**config.mk**
```make
export PLATFORM = sky130hd
export DESIGN_NAME = mandel_dispatcher_flat
export DESIGN_NICKNAME = d
export VERILOG_FILES = /design/src/rtl/mandel_dispatcher_if.sv /design/src/rtl/mandel_dispatcher.sv /design/src/flat_wrapper.sv
export SDC_FILE = /design/constraint.sdc
export NUM_CORES = 1
export LEC_CHECK = 0
export BUFFER_PORTS_ARGS = -buffer_cell sky130_fd_sc_hd__buf_2
export CAP_MARGIN = 20
export CORE_ASPECT_RATIO = 1.4
export CORE_MARGIN = 2
export CORE_UTILIZATION = 35
export DETAILED_ROUTE_END_ITERATION = 8
export PLACE_DENSITY = 0.56
export SLEW_MARGIN = 15
export SYNTH_ARGS = -nofsm -noshare
export SYNTH_HDL_FRONTEND = slang
export SYNTH_SLANG_ARGS = --single-unit
```
**constraint.sdc**
```tcl
create_clock -name sysclk -period 5.9 [get_ports sysclk]
set_input_delay 0.295 -clock sysclk [delete_from_list [all_inputs] [get_ports sysclk]]
set_output_delay 0.295 -clock sysclk [all_outputs]
set_load 0.05 [all_outputs]
```
**src/rtl/mandel_dispatcher_if.sv**
```systemverilog
// Engine fan-out bus and raster-ordered pixel stream of the Mandelbrot dispatcher.
// master = dispatcher side, slave = engines plus the colour-mapping consumer.
interface mandel_dispatcher_if #(
    parameter int N_ENGINES   = 4,
    parameter int WORD_LENGTH = 16
);
    logic [N_ENGINES-1:0]             eng_start;
    logic [N_ENGINES*WORD_LENGTH-1:0] eng_re_c;
    logic [N_ENGINES*WORD_LENGTH-1:0] eng_im_c;
    logic [9:0]                       eng_max_iter;
    logic [N_ENGINES-1:0]             eng_done;
    logic [N_ENGINES*10-1:0]          eng_depth;
    logic                             pix_valid;
    logic                             pix_ready;
    logic [9:0]                       pix_depth;
    logic [9:0]                       pix_x;
    logic [8:0]                       pix_y;
    logic                             pix_sof;
    logic                             pix_eol;

    modport master (
        output eng_start, eng_re_c, eng_im_c, eng_max_iter,
        input  eng_done, eng_depth,
        output pix_valid, pix_depth, pix_x, pix_y, pix_sof, pix_eol,
        input  pix_ready
    );

    modport slave (
        input  eng_start, eng_re_c, eng_im_c, eng_max_iter,
        output eng_done, eng_depth,
        input  pix_valid, pix_depth, pix_x, pix_y, pix_sof, pix_eol,
        output pix_ready
    );
endinterface

```
**src/rtl/mandel_dispatcher.sv**
```systemverilog
// Raster-walks a frame, issues pixel constants round-robin to depth engines and
// collects depths back in raster order; 1-cycle done-to-valid, stalls hold on !pix_ready.
module mandel_dispatcher #(
    parameter int N_ENGINES   = 4,
    parameter int WORD_LENGTH = 16,
    parameter int FRAC        = 8,
    parameter int H_RES       = 640,
    parameter int V_RES       = 480
) (
    input  logic                   sysclk,
    input  logic                   reset,
    input  logic                   frame_start,
    input  logic [WORD_LENGTH-1:0] re_origin,
    input  logic [WORD_LENGTH-1:0] im_origin,
    input  logic [WORD_LENGTH-1:0] step,
    input  logic [9:0]             max_iter_in,
    output logic                   busy,
    output logic                   frame_done,
    mandel_dispatcher_if.master    bus
);
    localparam int WL = WORD_LENGTH;
    localparam int IW = (N_ENGINES > 1) ? $clog2(N_ENGINES) : 1;

    localparam logic [0:0] IDLE = 1'b0;
    localparam logic [0:0] RUN  = 1'b1;

    localparam logic [1:0] S_FREE  = 2'd0;
    localparam logic [1:0] S_GUARD = 2'd1;
    localparam logic [1:0] S_BUSY  = 2'd2;
    localparam logic [1:0] S_FULL  = 2'd3;

    if (N_ENGINES < 1 || FRAC >= WORD_LENGTH) begin : g_bad_param
        $error("mandel_dispatcher: invalid N_ENGINES or FRAC");
    end

    logic [0:0]    state;
    logic [WL-1:0] org_re;
    logic [WL-1:0] step_r;
    logic [9:0]    max_iter_r;

    logic [9:0]    gen_x;
    logic [8:0]    gen_y;
    logic [WL-1:0] acc_re;
    logic [WL-1:0] acc_im;
    logic          exhausted;

    logic [IW-1:0] ip;
    logic [IW-1:0] cp;
    logic [N_ENGINES-1:0] start_r;

    logic [1:0]    slot_st    [N_ENGINES];
    logic [WL-1:0] slot_re    [N_ENGINES];
    logic [WL-1:0] slot_im    [N_ENGINES];
    logic [9:0]    slot_x     [N_ENGINES];
    logic [8:0]    slot_y     [N_ENGINES];
    logic [9:0]    slot_depth [N_ENGINES];

    // The frame_start edge itself issues pixel (0,0) straight from the inputs, so
    // the first start pulse lands one cycle after frame_start with c already registered.
    logic          start_now;
    logic          issue;
    logic          last_gen;
    logic          accept;
    logic          last_acc;
    logic [9:0]    cur_x;
    logic [8:0]    cur_y;
    logic [WL-1:0] cur_re;
    logic [WL-1:0] cur_im;
    logic [WL-1:0] cur_step;
    logic [WL-1:0] cur_org;
    logic [IW-1:0] ip_next;
    logic [IW-1:0] cp_next;

    always_comb begin
        start_now = (state == IDLE) && frame_start;
        cur_x     = start_now ? 10'd0 : gen_x;
        cur_y     = start_now ? 9'd0 : gen_y;
        cur_re    = start_now ? re_origin : acc_re;
        cur_im    = start_now ? im_origin : acc_im;
        cur_step  = start_now ? step : step_r;
        cur_org   = start_now ? re_origin : org_re;
        issue     = (start_now || (state == RUN && !exhausted)) && (slot_st[ip] == S_FREE);
        last_gen  = (cur_x == 10'(H_RES - 1)) && (cur_y == 9'(V_RES - 1));
        accept    = bus.pix_valid && bus.pix_ready;
        last_acc  = accept && (slot_x[cp] == 10'(H_RES - 1)) && (slot_y[cp] == 9'(V_RES - 1));
        ip_next   = (ip == IW'(N_ENGINES - 1)) ? '0 : ip + 1'b1;
        cp_next   = (cp == IW'(N_ENGINES - 1)) ? '0 : cp + 1'b1;
    end

    always_ff @(posedge sysclk) begin
        if (reset) begin
            state      <= IDLE;
            frame_done <= 1'b0;
            org_re     <= '0;
            step_r     <= '0;
            max_iter_r <= '0;
            gen_x      <= '0;
            gen_y      <= '0;
            acc_re     <= '0;
            acc_im     <= '0;
            exhausted  <= 1'b0;
            ip         <= '0;
            cp         <= '0;
            start_r    <= '0;
            for (int i = 0; i < N_ENGINES; i++) begin
                slot_st[i]    <= S_FREE;
                slot_re[i]    <= '0;
                slot_im[i]    <= '0;
                slot_x[i]     <= '0;
                slot_y[i]     <= '0;
                slot_depth[i] <= '0;
            end
        end else begin
            frame_done <= 1'b0;
            start_r    <= '0;

            if (start_now) begin
                state      <= RUN;
                org_re     <= re_origin;
                step_r     <= step;
                max_iter_r <= max_iter_in;
                exhausted  <= 1'b0;
            end else if (last_acc) begin
                state      <= IDLE;
                frame_done <= 1'b1;
            end

            // Engines hold done as a level that is stale until they see start, hence GUARD.
            for (int i = 0; i < N_ENGINES; i++) begin
                case (slot_st[i])
                    S_GUARD: slot_st[i] <= S_BUSY;
                    S_BUSY: begin
                        if (bus.eng_done[i]) begin
                            slot_st[i]    <= S_FULL;
                            slot_depth[i] <= bus.eng_depth[i*10 +: 10];
                        end
                    end
                    S_FULL: begin
                        if (accept && (cp == IW'(i))) slot_st[i] <= S_FREE;
                    end
                    default: ;
                endcase
            end
            if (accept) cp <= cp_next;

            if (issue) begin
                start_r[ip] <= 1'b1;
                slot_st[ip] <= S_GUARD;
                slot_re[ip] <= cur_re;
                slot_im[ip] <= cur_im;
                slot_x[ip]  <= cur_x;
                slot_y[ip]  <= cur_y;
                ip          <= ip_next;
                if (last_gen) exhausted <= 1'b1;
                if (cur_x == 10'(H_RES - 1)) begin
                    gen_x  <= '0;
                    gen_y  <= cur_y + 9'd1;
                    acc_re <= cur_org;
                    acc_im <= cur_im - cur_step;
                end else begin
                    gen_x  <= cur_x + 10'd1;
                    gen_y  <= cur_y;
                    acc_re <= cur_re + cur_step;
                    acc_im <= cur_im;
                end
            end
        end
    end

    always_comb begin
        busy             = (state == RUN);
        bus.eng_start    = start_r;
        bus.eng_max_iter = max_iter_r;
        bus.eng_re_c     = '0;
        bus.eng_im_c     = '0;
        for (int i = 0; i < N_ENGINES; i++) begin
            bus.eng_re_c[i*WL +: WL] = slot_re[i];
            bus.eng_im_c[i*WL +: WL] = slot_im[i];
        end
        bus.pix_valid = (slot_st[cp] == S_FULL);
        bus.pix_depth = slot_depth[cp];
        bus.pix_x     = slot_x[cp];
        bus.pix_y     = slot_y[cp];
        bus.pix_sof   = bus.pix_valid && (slot_x[cp] == 10'd0) && (slot_y[cp] == 9'd0);
        bus.pix_eol   = bus.pix_valid && (slot_x[cp] == 10'(H_RES - 1));
    end
endmodule

```
**src/flat_wrapper.sv**
```systemverilog
// flat-port wrapper written by rule: the top's interface ports become plain ports
module mandel_dispatcher_flat 
#(
    parameter int N_ENGINES   = 4,
    parameter int WORD_LENGTH = 16,
    parameter int FRAC        = 8,
    parameter int H_RES       = 640,
    parameter int V_RES       = 480
)
  (sysclk, reset, frame_start, re_origin, im_origin, step, max_iter_in, busy, frame_done, bus_eng_start, bus_eng_re_c, bus_eng_im_c, bus_eng_max_iter, bus_eng_done, bus_eng_depth, bus_pix_valid, bus_pix_depth, bus_pix_x, bus_pix_y, bus_pix_sof, bus_pix_eol, bus_pix_ready);
  mandel_dispatcher_if #(.N_ENGINES(N_ENGINES), .WORD_LENGTH(WORD_LENGTH)) bus_i ();
  input  logic sysclk;
  input  logic reset;
  input  logic frame_start;
  input  logic [WORD_LENGTH-1:0] re_origin;
  input  logic [WORD_LENGTH-1:0] im_origin;
  input  logic [WORD_LENGTH-1:0] step;
  input  logic [9:0] max_iter_in;
  output logic busy;
  output logic frame_done;
  output wire logic [$bits(bus_i.eng_start)-1:0] bus_eng_start;
  output wire logic [$bits(bus_i.eng_re_c)-1:0] bus_eng_re_c;
  output wire logic [$bits(bus_i.eng_im_c)-1:0] bus_eng_im_c;
  output wire logic [$bits(bus_i.eng_max_iter)-1:0] bus_eng_max_iter;
  input wire logic [$bits(bus_i.eng_done)-1:0] bus_eng_done;
  input wire logic [$bits(bus_i.eng_depth)-1:0] bus_eng_depth;
  output wire logic [$bits(bus_i.pix_valid)-1:0] bus_pix_valid;
  output wire logic [$bits(bus_i.pix_depth)-1:0] bus_pix_depth;
  output wire logic [$bits(bus_i.pix_x)-1:0] bus_pix_x;
  output wire logic [$bits(bus_i.pix_y)-1:0] bus_pix_y;
  output wire logic [$bits(bus_i.pix_sof)-1:0] bus_pix_sof;
  output wire logic [$bits(bus_i.pix_eol)-1:0] bus_pix_eol;
  input wire logic [$bits(bus_i.pix_ready)-1:0] bus_pix_ready;
  assign bus_eng_start = bus_i.eng_start;
  assign bus_eng_re_c = bus_i.eng_re_c;
  assign bus_eng_im_c = bus_i.eng_im_c;
  assign bus_eng_max_iter = bus_i.eng_max_iter;
  assign bus_i.eng_done = bus_eng_done;
  assign bus_i.eng_depth = bus_eng_depth;
  assign bus_pix_valid = bus_i.pix_valid;
  assign bus_pix_depth = bus_i.pix_depth;
  assign bus_pix_x = bus_i.pix_x;
  assign bus_pix_y = bus_i.pix_y;
  assign bus_pix_sof = bus_i.pix_sof;
  assign bus_pix_eol = bus_i.pix_eol;
  assign bus_i.pix_ready = bus_pix_ready;
  mandel_dispatcher #(.N_ENGINES(N_ENGINES), .WORD_LENGTH(WORD_LENGTH), .FRAC(FRAC), .H_RES(H_RES), .V_RES(V_RES)) u_core (.sysclk(sysclk), .reset(reset), .frame_start(frame_start), .re_origin(re_origin), .im_origin(im_origin), .step(step), .max_iter_in(max_iter_in), .busy(busy), .frame_done(frame_done), .bus(bus_i));
endmodule
```
* Word level (Yosys, flattened, before mapping)
Memory sizes are Yosys's and may differ from the RTL's. A register that Yosys moved wholly into a read port is not among the register bits.
Index checks and enable logic that the tools add are counted.
** Word-level totals
- Register bits :: 104
- Latch bits :: 0
- Memory bits (writable) :: 252
- Memory bits (read-only) :: 0
- Input port bits :: 106
- Word-level logic and storage cells :: 201
- Memories :: 6
** Operators by class
- Add/sub/neg operators :: 6
- Multiply operators :: 0
- Divide/modulo/power cells :: 0
- $lt $le $gt $ge :: 2
- Equal/unequal tests :: 21
- Shift operators :: 0
- Muxes and demuxes :: 107
- Bitwise gates (word level) :: 18
- Reduce and logical (&&, ||, !) cells :: 28
** Memory list
- u_core.slot_im :: depth 4, bits a word 16, rd ports 4, clocked after Yosys merged registers in 0, wr ports 4, line mandel_dispatcher.sv:53 : logic [WL-1:0] slot_im [N_ENGINES];
- u_core.slot_re :: depth 4, bits a word 16, rd ports 4, clocked after Yosys merged registers in 0, wr ports 4, line mandel_dispatcher.sv:52 : logic [WL-1:0] slot_re [N_ENGINES];
- u_core.slot_depth :: depth 4, bits a word 10, rd ports 1, clocked after Yosys merged registers in 1, wr ports 4, line mandel_dispatcher.sv:56 : logic [9:0] slot_depth [N_ENGINES];
- u_core.slot_x :: depth 4, bits a word 10, rd ports 1, clocked after Yosys merged registers in 1, wr ports 4, line mandel_dispatcher.sv:54 : logic [9:0] slot_x [N_ENGINES];
- u_core.slot_y :: depth 4, bits a word 9, rd ports 1, clocked after Yosys merged registers in 1, wr ports 4, line mandel_dispatcher.sv:55 : logic [8:0] slot_y [N_ENGINES];
- u_core.slot_st :: depth 4, bits a word 2, rd ports 6, clocked after Yosys merged registers in 2, wr ports 5, line mandel_dispatcher.sv:51 : logic [1:0] slot_st [N_ENGINES];
** Operator list (count)
- 2-to-1 mux 16 bit :: 8
- 2-to-1 mux 10 bit :: 7
- 2-to-1 mux 1 bit :: 60
- 2-to-1 mux 2 bit :: 28
- OR reduction 16 bit :: 2
- 2-to-1 mux 9 bit :: 3
- == test 2 bit, second input constant :: 12
- == test 10 bit, second input constant :: 2
- == test 9 bit, second input constant :: 2
- adder 16 bit :: 1
- OR 1 bit :: 16
- subtractor 16 bit :: 1
- logical AND 1 bit :: 15
- adder 10 x 1 -> 10 bit, second input constant :: 1
- == test 2 x 1 -> 1 bit, second input constant :: 5
- zero test 10 bit :: 1
- OR reduction 10 bit :: 1
- adder 9 x 1 -> 9 bit, second input constant :: 1
- zero test 9 bit :: 1
- OR reduction 9 bit :: 1
- adder 2 x 1 -> 2 bit, second input constant :: 2
- zero test 2 bit :: 2
- OR reduction 2 bit :: 2
- < comparator 2 x 3 -> 1 bit, second input constant :: 1
- 6 further kinds :: 7

* Longest topological paths before layout
Gate-level depths: netlist of the first run.
- Word-level depth :: 9
- Depth in mapped cells :: 19
- Depth with buffers taken out :: 14

* Worst setup path after synthesis of the first run
No wires, ideal clock.
- Path kind :: reg-to-reg
- Start :: reg u_core.state, in the netlist u_core.busy
- End :: mem u_core.slot_im[3][0] (netlist bit) (enable)
- Setup time :: 536 ps
- Arrival time :: 5373 ps
- Data required time :: 5364 ps
- Setup slack :: -9 ps
- Stages on the path, launching flop included :: 7
- Buffers on the path :: 3
- Period minus slack after synthesis :: 5909 ps
- Cells stage by stage :: dfxtp_1 -> buf_2 -> nor2_1 -> nand3b_1 -> clkbuf_1 -> clkbuf_1 -> o31ai_1
** RTL lines
- start: declaration :: line mandel_dispatcher.sv:36 : logic [0:0] state;
- start signal: assignment :: line mandel_dispatcher.sv:92 : state <= IDLE;
- start signal: assignment :: line mandel_dispatcher.sv:118 : state <= RUN;
- start signal: assignment :: line mandel_dispatcher.sv:124 : state <= IDLE;
- end: declaration :: line mandel_dispatcher.sv:53

* Worst setup path in the final report of the first run
- Start :: reg u_core.state, in the netlist u_core.busy
- End :: reg u_core.acc_im[14]
** On the way
- Word-level cells in the longest chain between the ends :: 5
** Ends and longest elaborated chain
- inverter 1 bit :: line mandel_dispatcher.sv:75 : start_now = (state == IDLE) && frame_start;
- logical AND 1 bit :: line mandel_dispatcher.sv:75
- 2-to-1 mux 16 bit (tied with other cells) :: line mandel_dispatcher.sv:79 : cur_im = start_now ? im_origin : acc_im;
- subtractor 16 bit or == test 10 bit (tied branches) :: line mandel_dispatcher.sv:159, mandel_dispatcher.sv:155
- 2-to-1 mux 16 bit :: line mandel_dispatcher.sv:155 : if (cur_x == 10'(H_RES - 1)) begin
- end signal: assignment :: line mandel_dispatcher.sv:159 : acc_im <= cur_im - cur_step;
- end signal: assignment :: line mandel_dispatcher.sv:164 : acc_im <= cur_im;
- end: declaration :: line mandel_dispatcher.sv:44 : logic [WL-1:0] acc_im;
Several ways; a longest one is shown, not always the timed one.
A chain may end at the register's enable or synchronous reset.

==> flow_summary.toml, run 1 <==
[grt]
grt_use_total_pct = 20.26
antenna_found_initial = 5
grt_pass1_wl_um = 73660
first_global_vias = 12230
gr-total-overflow = 0
grt_start_max_net_pins = 52

[timing]
finalSetupTns_ns = 0
setup_viol_count_final = 0
finalHoldViolations = 0
finClkSkew_ns = 0.01973
rsz0062_at_grt = "no"
min_period_over_period_pct = 75.74
min_period_ns = 4.469
drv_slew = 0
relSlewSlack_pct = 28.29
worstMarginPinSlew_ns = 1.074
fmax_mhz = 223.8
setup_ws_ns = 1.431

[critical_path]
crit_required_ns = 6.32
slowest_stage = "and2b_2"
end_kind = "flip-flop"
critPathBufInv = 0
cp_cell_sequence = "and2b_2 > mux2i_2 > xnor2_1 > ha_1 > a311oi_1 > a21boi_0 > o21ai_1 > o41ai_1 > and2_4 > a2111oi_4 > nor4b_1 > or4_1 > a22o_1"
worstSetupPathType = "reg2reg"
reg2reg_from = "u_core.busy$_SDFFE_PP0P_"
slowest_delay_ns = 0.61
worstSetupStartpoint = "u_core.busy$_SDFFE_PP0P_"
critPathArrivalTime_ns = 4.88
critPathTopFamily = "compound AO/OA/AOI/OAI gates"
path_depth = 13
cp-start-kind = "flip-flop"
reg2reg_depth = 13
worst-path-max-fanout = 22

[die]
dieArea_um2 = 48290
core_area_um2 = 45960
rows = 93
start_util_pct = 35.43
die_w_um = 186.3
die_h_um = 259.2
pin_count = 282

[routing]
vias = 12220
drc = 0
drt_iter0_drc = 714
ant_nets = 0
dr.pass1.iters = 5
wire_per_inst_um = 20.52
wl_um = 49350
vias_per_cell = 5.079

[clocking]
clockRootBuffer = "clkbuf_16"
path_clk_slew_ns = 0.06
clk_path_buf_depth = 3
clkLatencyLatePin_ns = 0.53
numClockSinks = 360
cts_tree = "yes"
numCtsBuffers = 37
hold_buffers = 10
post_cts_buffers = 0
cts_htree_levels = 2
cts.repair.resized = 0

[yosys]
syn_inst = 1484
syn_nets = 1620
yosys.area.top_type = "edfxtp_1"
syn_area_um2 = 16280
synthTopCellsByCount = "nor2_1 (310), edfxtp_1 (244), nand2_1 (134), dfxtp_1 (116), a21oi_1 (92)"
synthFlopType = "edfxtp_1"
synth_edf_count = 244
ys_ff_latch = 360
synth_area_leaders = "edfxtp_1 (45%), dfxtp_1 (14%), nor2_1 (7.1%)"
yosysWarnings = 0
synth.avg_cell_area_um2 = 10.97
synth_cell_type_count = 74
seq_area_frac_synth_pct = 59.26
netlist.area_leader.share_pct = 45.00
synth_most_common_cell = "nor2_1"
async_reset_ff_share_pct = 0

[cells_and_area]
area_delta_synth_final_pct = 20.41
fin_area_um2 = 19610
fillers = 4422
drive_above_1_share_pct = 23.65
finalNonFillerCells = 2405
final_net_count = 1892

[placed_design]
dp_cells = 2323
dp_slack_ns = 1.445
place_area_um2 = 18360
portBuffers = 281
dp_hpwl_um = 34420
gp_congestion = 0.8910

[hold_path]
min_path_type = "in2reg"
whs_path_depth = 2
min_from = "bus_eng_depth[28]"

[pwr]
p_leak_nw = 7.866
p_per_area_nw_per_um2 = 406.5
ir_drop_uv = 161.9

[run]
maxCapViolCount = 0

[status]
status = "finished, final reports clean"
[flip-flops by register name, summed over array words and instances (netlist names), 2 cells and up, named ones only]
signal	count
u_core.acc_im	16
u_core.slot_im	64
u_core.gen_y	9
u_core.bus.eng_max_iter	10
u_core.slot_depth	40
u_core.acc_re	16
u_core.gen_x	10
u_core.slot_re	64
u_core.slot_st	8
u_core.slot_x	40
u_core.org_re	16
u_core.step_r	16
u_core.slot_y	36
u_core.bus.eng_start	4
u_core.cp	2
u_core.ip	2
[logic make-up (layout without fill, tap and decap cells)]
family	Yosys count	count (layout)	share of synthesized area, %
adder cells (fa/ha/maj)	33	33	2.497
other	0	4	0
XOR/XNOR	46	46	2.474
flip-flops	360	360	59.26
buffers and inverters	130	430	3.135
AO/OA/AOI/OAI	230	230	8.829
multiplexers	65	65	6.570
AND/OR/NAND/NOR	620	620	17.24
[per-stage QoR]
| step | hold slack (ns) | total power [mW] | util (%) |
|---|---|---|---|
| 2_1_floorplan | 0.4149 | 5.037 | - |
| 3_3_place_gp | 0.4307 | 5.760 | 39.94 |
| 3_5_place_dp | 0.4389 | 5.790 | 39.94 |
| 4_1_cts | 0.01232 | 8.054 | 42.62 |
| 5_1_grt | 0.03474 | 8.330 | 42.66 |
| 6_report | 0.04066 | 7.969 | 42.66 |
[area by class of cell]
type | instances | area, µm² | share of cell area, %
repair buffers | 314 | 1679 | 8.564
clock buffers | 51 | 1018 | 5.195
diodes | 4 | 10.01 | 0.05105
multi-input cells | 994 | 6176 | 31.50
well taps | 617 | 772.0 | 3.937
flip-flops and latches | 360 | 9651 | 49.22
inverters | 49 | 183.9 | 0.9381
clock inverters | 16 | 116.4 | 0.5935
[power breakdown]
| part | leakage, nW | internal, mW | switching [mW] |
|---|---|---|---|
| sequential | 3.49 | 3.09 | 0.144 |
| clock | 0.548 | 1.26 | 0.991 |
| combinational | 3.83 | 0.646 | 1.84 |
[metal layers]
| layer | GRT usage (%) | wire [µm] | vias up |
|---|---|---|---|
| met5 | 0 | 0 | - |
| met4 | 7.502 | 1622 | 0 |
| met3 | 2.820 | 2363 | 85 |
| met2 | 37.25 | 26200 | 351 |
| met1 | 23.70 | 19170 | 5964 |
| li1 | - | - | 5815 |
[path summary, 6_finish.rpt]
check | end | slack [ns]
max | u_core.acc_im[14]$_SDFFE_PP0N_ | 1.43
min | u_core.slot_depth[2][8]$_SDFFCE_PN0P_ | 0.04
max reg2reg | u_core.acc_im[14]$_SDFFE_PP0N_ | 1.43
min reg2reg | u_core.acc_im[13]$_SDFFE_PP0N_ | 0.44
[cell usage in the layout, fill, tap and decap left out, types with 37 or more instances in the layout]
cell / instances
inv_1: 49
clkbuf_16: 37
nand2_1: 130
buf_2: 280
a21oi_1: 92
and2_1: 58
edfxtp_1: 244
dfxtp_1: 115
o21ai_0: 52
nor2_1: 310
No activity file was read; power rests on OpenSTA's default activity.
==> run 2, diff against run 1 <==
--- a/config.mk
+++ b/config.mk
@@ -5,6 +5,7 @@
 export SDC_FILE = /design/constraint.sdc
 export NUM_CORES = 1
 export LEC_CHECK = 0
+export ABC_AREA = 1
 export BUFFER_PORTS_ARGS = -buffer_cell sky130_fd_sc_hd__buf_2
 export CAP_MARGIN = 20
 export CORE_ASPECT_RATIO = 1.4
==> constraint.sdc (replaced) <==
create_clock -name sysclk -period 4.6 [get_ports sysclk]
set_input_delay 0.23 -clock sysclk [delete_from_list [all_inputs] [get_ports sysclk]]
set_output_delay 0.23 -clock sysclk [all_outputs]
set_load 0.05 [all_outputs]
==> run 2 against run 1 <==
Combinational power is 55% higher. Via count increased by 19%. Non-clock buffer count up 34. Largest cell class unchanged. Global-route usage is 1.4 points higher. Critical path type is now reg2out. Clock-buffer cell count grew 3. Synthesized cell count is 33% higher. First-iteration DRC count grew 21%. Die area up 5.4%.
==> flow_summary.toml, run 2 <==
[yosys]
synthTopCellsByCount = "nand2_1 (447), nor2_1 (371), edfxtp_1 (244), inv_1 (239), dfxtp_1 (116)"
async_reset_ff_share_pct = 0
yosys.area_share.simple_pct = 23.61
synthXorXnorAreaFrac_pct = 0.6990
synth_cell_type_count = 56
synth_area_leaders = "edfxtp_1 (43%), dfxtp_1 (14%), nand2_1 (9.8%)"
synth_top_family_by_area = "simple AND/OR/NAND/NOR gates"
seq_area_frac_synth_pct = 56.16
netlist.area_leader.share_pct = 42.64
synth_edf_count = 244
yosys.area.top_type = "edfxtp_1"
synth-compound-area-share_pct = 8.971
syn_nets = 2105
syn_inst = 1969
synth_mux_area_share_pct = 0.1384
ys_ff_latch = 360
yosysWarnings = 0
synthAdderAreaFrac_pct = 2.185
synth_most_common_cell = "nand2_1"
synth.avg_cell_area_um2 = 8.727
synthFlopType = "edfxtp_1"
syn_area_um2 = 17180

[timing]
drv_slew = 0
rsz0062_at_grt = "no"
worstMarginPinSlew_ns = 1.095
fmax_mhz = 274.7
finalSetupTns_ns = 0
min_period_over_period_pct = 79.13
setup_ws_ns = 0.9599
timing.hold.ws_ns = 0.01893
relSlewSlack_pct = 26.95
finalHoldViolations = 0
finClkSkew_ns = 0.01485
min_period_ns = 3.640
setup_viol_count_final = 0

[critical_path]
cp-start-kind = "flip-flop"
critPathArrivalTime_ns = 3.41
worstSetupPathType = "reg2out"
critPathTopFamily = "buffers and inverters"
cp_cell_sequence = "inv_1 > buf_4 > a21oi_1 > a32oi_1 > or2_2 > nor3_1 > nand2_1 > nor4_1 > buf_2"
slowest_delay_ns = 0.58
end_kind = "output port"
worst-path-max-fanout = 20
crit_required_ns = 4.37
critPathBufInv = 3
r2r_slack_ns = 1.20
slowest_stage = "dfxtp_1"

[status]
status = "finished, final reports clean"

[pwr]
p_per_area_nw_per_um2 = 540.8
p_leak_nw = 9.320
ir_drop_uv = 305.2
power_mw = 11.31

[routing]
vias_per_cell = 4.916
drt_iter0_drc = 865
wire_per_inst_um = 19.03
dr.pass1.iters = 6
wl_um = 56030
vias = 14480
drc = 0
ant_nets = 0

[clocking]
cts_htree_levels = 2
path_clk_slew_ns = 0.06
hold_buffers = 45
cts_tree = "yes"
numClockSinks = 360
numCtsBuffers = 39
post_cts_buffers = 0
clockRootBuffer = "clkbuf_16"
clk_path_buf_depth = 3
cts.repair.resized = 0
clkLatencyLatePin_ns = 0.54

[die]
dieArea_um2 = 50910
pin_count = 282
core_area_um2 = 48770
die_w_um = 191.3
rows = 96
die_h_um = 266.2
start_util_pct = 35.23

[cells_and_area]
layout_common_cells = "nand2_1 (444), nor2_1 (371), buf_2 (281)"
area_delta_synth_final_pct = 21.73
final_net_count = 2410
mostFrequentLayoutCell = "nand2_1"
drive_above_1_share_pct = 18.32
reg.largest.list = "u_core.slot_im (64), u_core.slot_re (64)"

[run]
maxCapViolCount = 0

[grt]
grt_start_max_net_pins = 67
grt_use_total_pct = 21.69
first_global_vias = 14380
gr-total-overflow = 0
antenna_found_initial = 6
grt_pass1_wl_um = 83990

[placed_design]
portBuffers = 281
dp_hpwl_um = 40070
gp_congestion = 0.8819
dp_slack_ns = 1.231

[hold_path]
min_path_type = "in2reg"
-- run 2: cell count changes in the layout (fill, tap and decap cells not counted), moves of 40 or more --
cell     change
and2_1      -57
nand3_1     +58
inv_1      +189
nor2_1      +61
o21ai_0     +40
nand2_1    +314
-- run 2: final cells by class --
type	count	area [µm²]
Antenna cell	5	12.51
Clock buffer	54	1095
Clock inverter	16	224.0
Fill cell	4872	27850
Inverter	247	927.1
Multi-Input combinational cell	1278	6126
Sequential cell	360	9651
Tap cell	637	797.0
Timing Repair Buffer	348	2085
-- run 2: stage by stage --
stage	instance area [µm²]	util, %	cells
floorplan	17180	-	1969
global placement	19130	39.24	2825
detailed placement	19130	39.24	2825
CTS	20900	42.86	2940
global route	20920	42.89	2945
finish	20920	42.89	2945
-- run 2: power breakdown --
part           switching, mW  internal [mW]
Combinational           2.97          0.888
Sequential             0.201           3.98
Clock                   1.32           1.96
-- run 2: final timing paths --
kind / from / endpoint / depth (start not counted)
worst max-delay path: flip-flop / bus_pix_sof / 9
worst min-delay path: step[15] / u_core.step_r[15]$_SDFF_PP0_ / 3
worst max register to register: u_core.busy$_SDFFE_PP0P_ / u_core.acc_im[14]$_SDFFE_PP0N_ / 15
worst min register to register: u_core.acc_im[12]$_SDFFE_PP0N_ / u_core.acc_im[12]$_SDFFE_PP0N_ / 2
-- run 2: kinds of logic after synthesis --
| kind of cell | count (synthesis) |
|---|---|
| compound gates | 253 |
| xor+xnor | 12 |
| fa+ha+maj | 30 |
| buf+inv | 331 |
| flops | 360 |
| mux | 2 |
| simple gates | 981 |
-- run 2: worst min-delay path, delay by kind of cell --
kind / cells / cell delay (ns)
buf+inv: 1 / 0.08
simple gates: 1 / 0.10
mux: 1 / 0.11
-- run 2: per-layer routing --
metal / part of all wire (%) / track usage, % / wire length (µm)
met5: 0.023 / 0 / 13
met2: 55 / 41.75 / 30590
met3: 3.7 / 2.568 / 2094
met1: 38 / 23.77 / 21310
met4: 3.6 / 8.586 / 2022
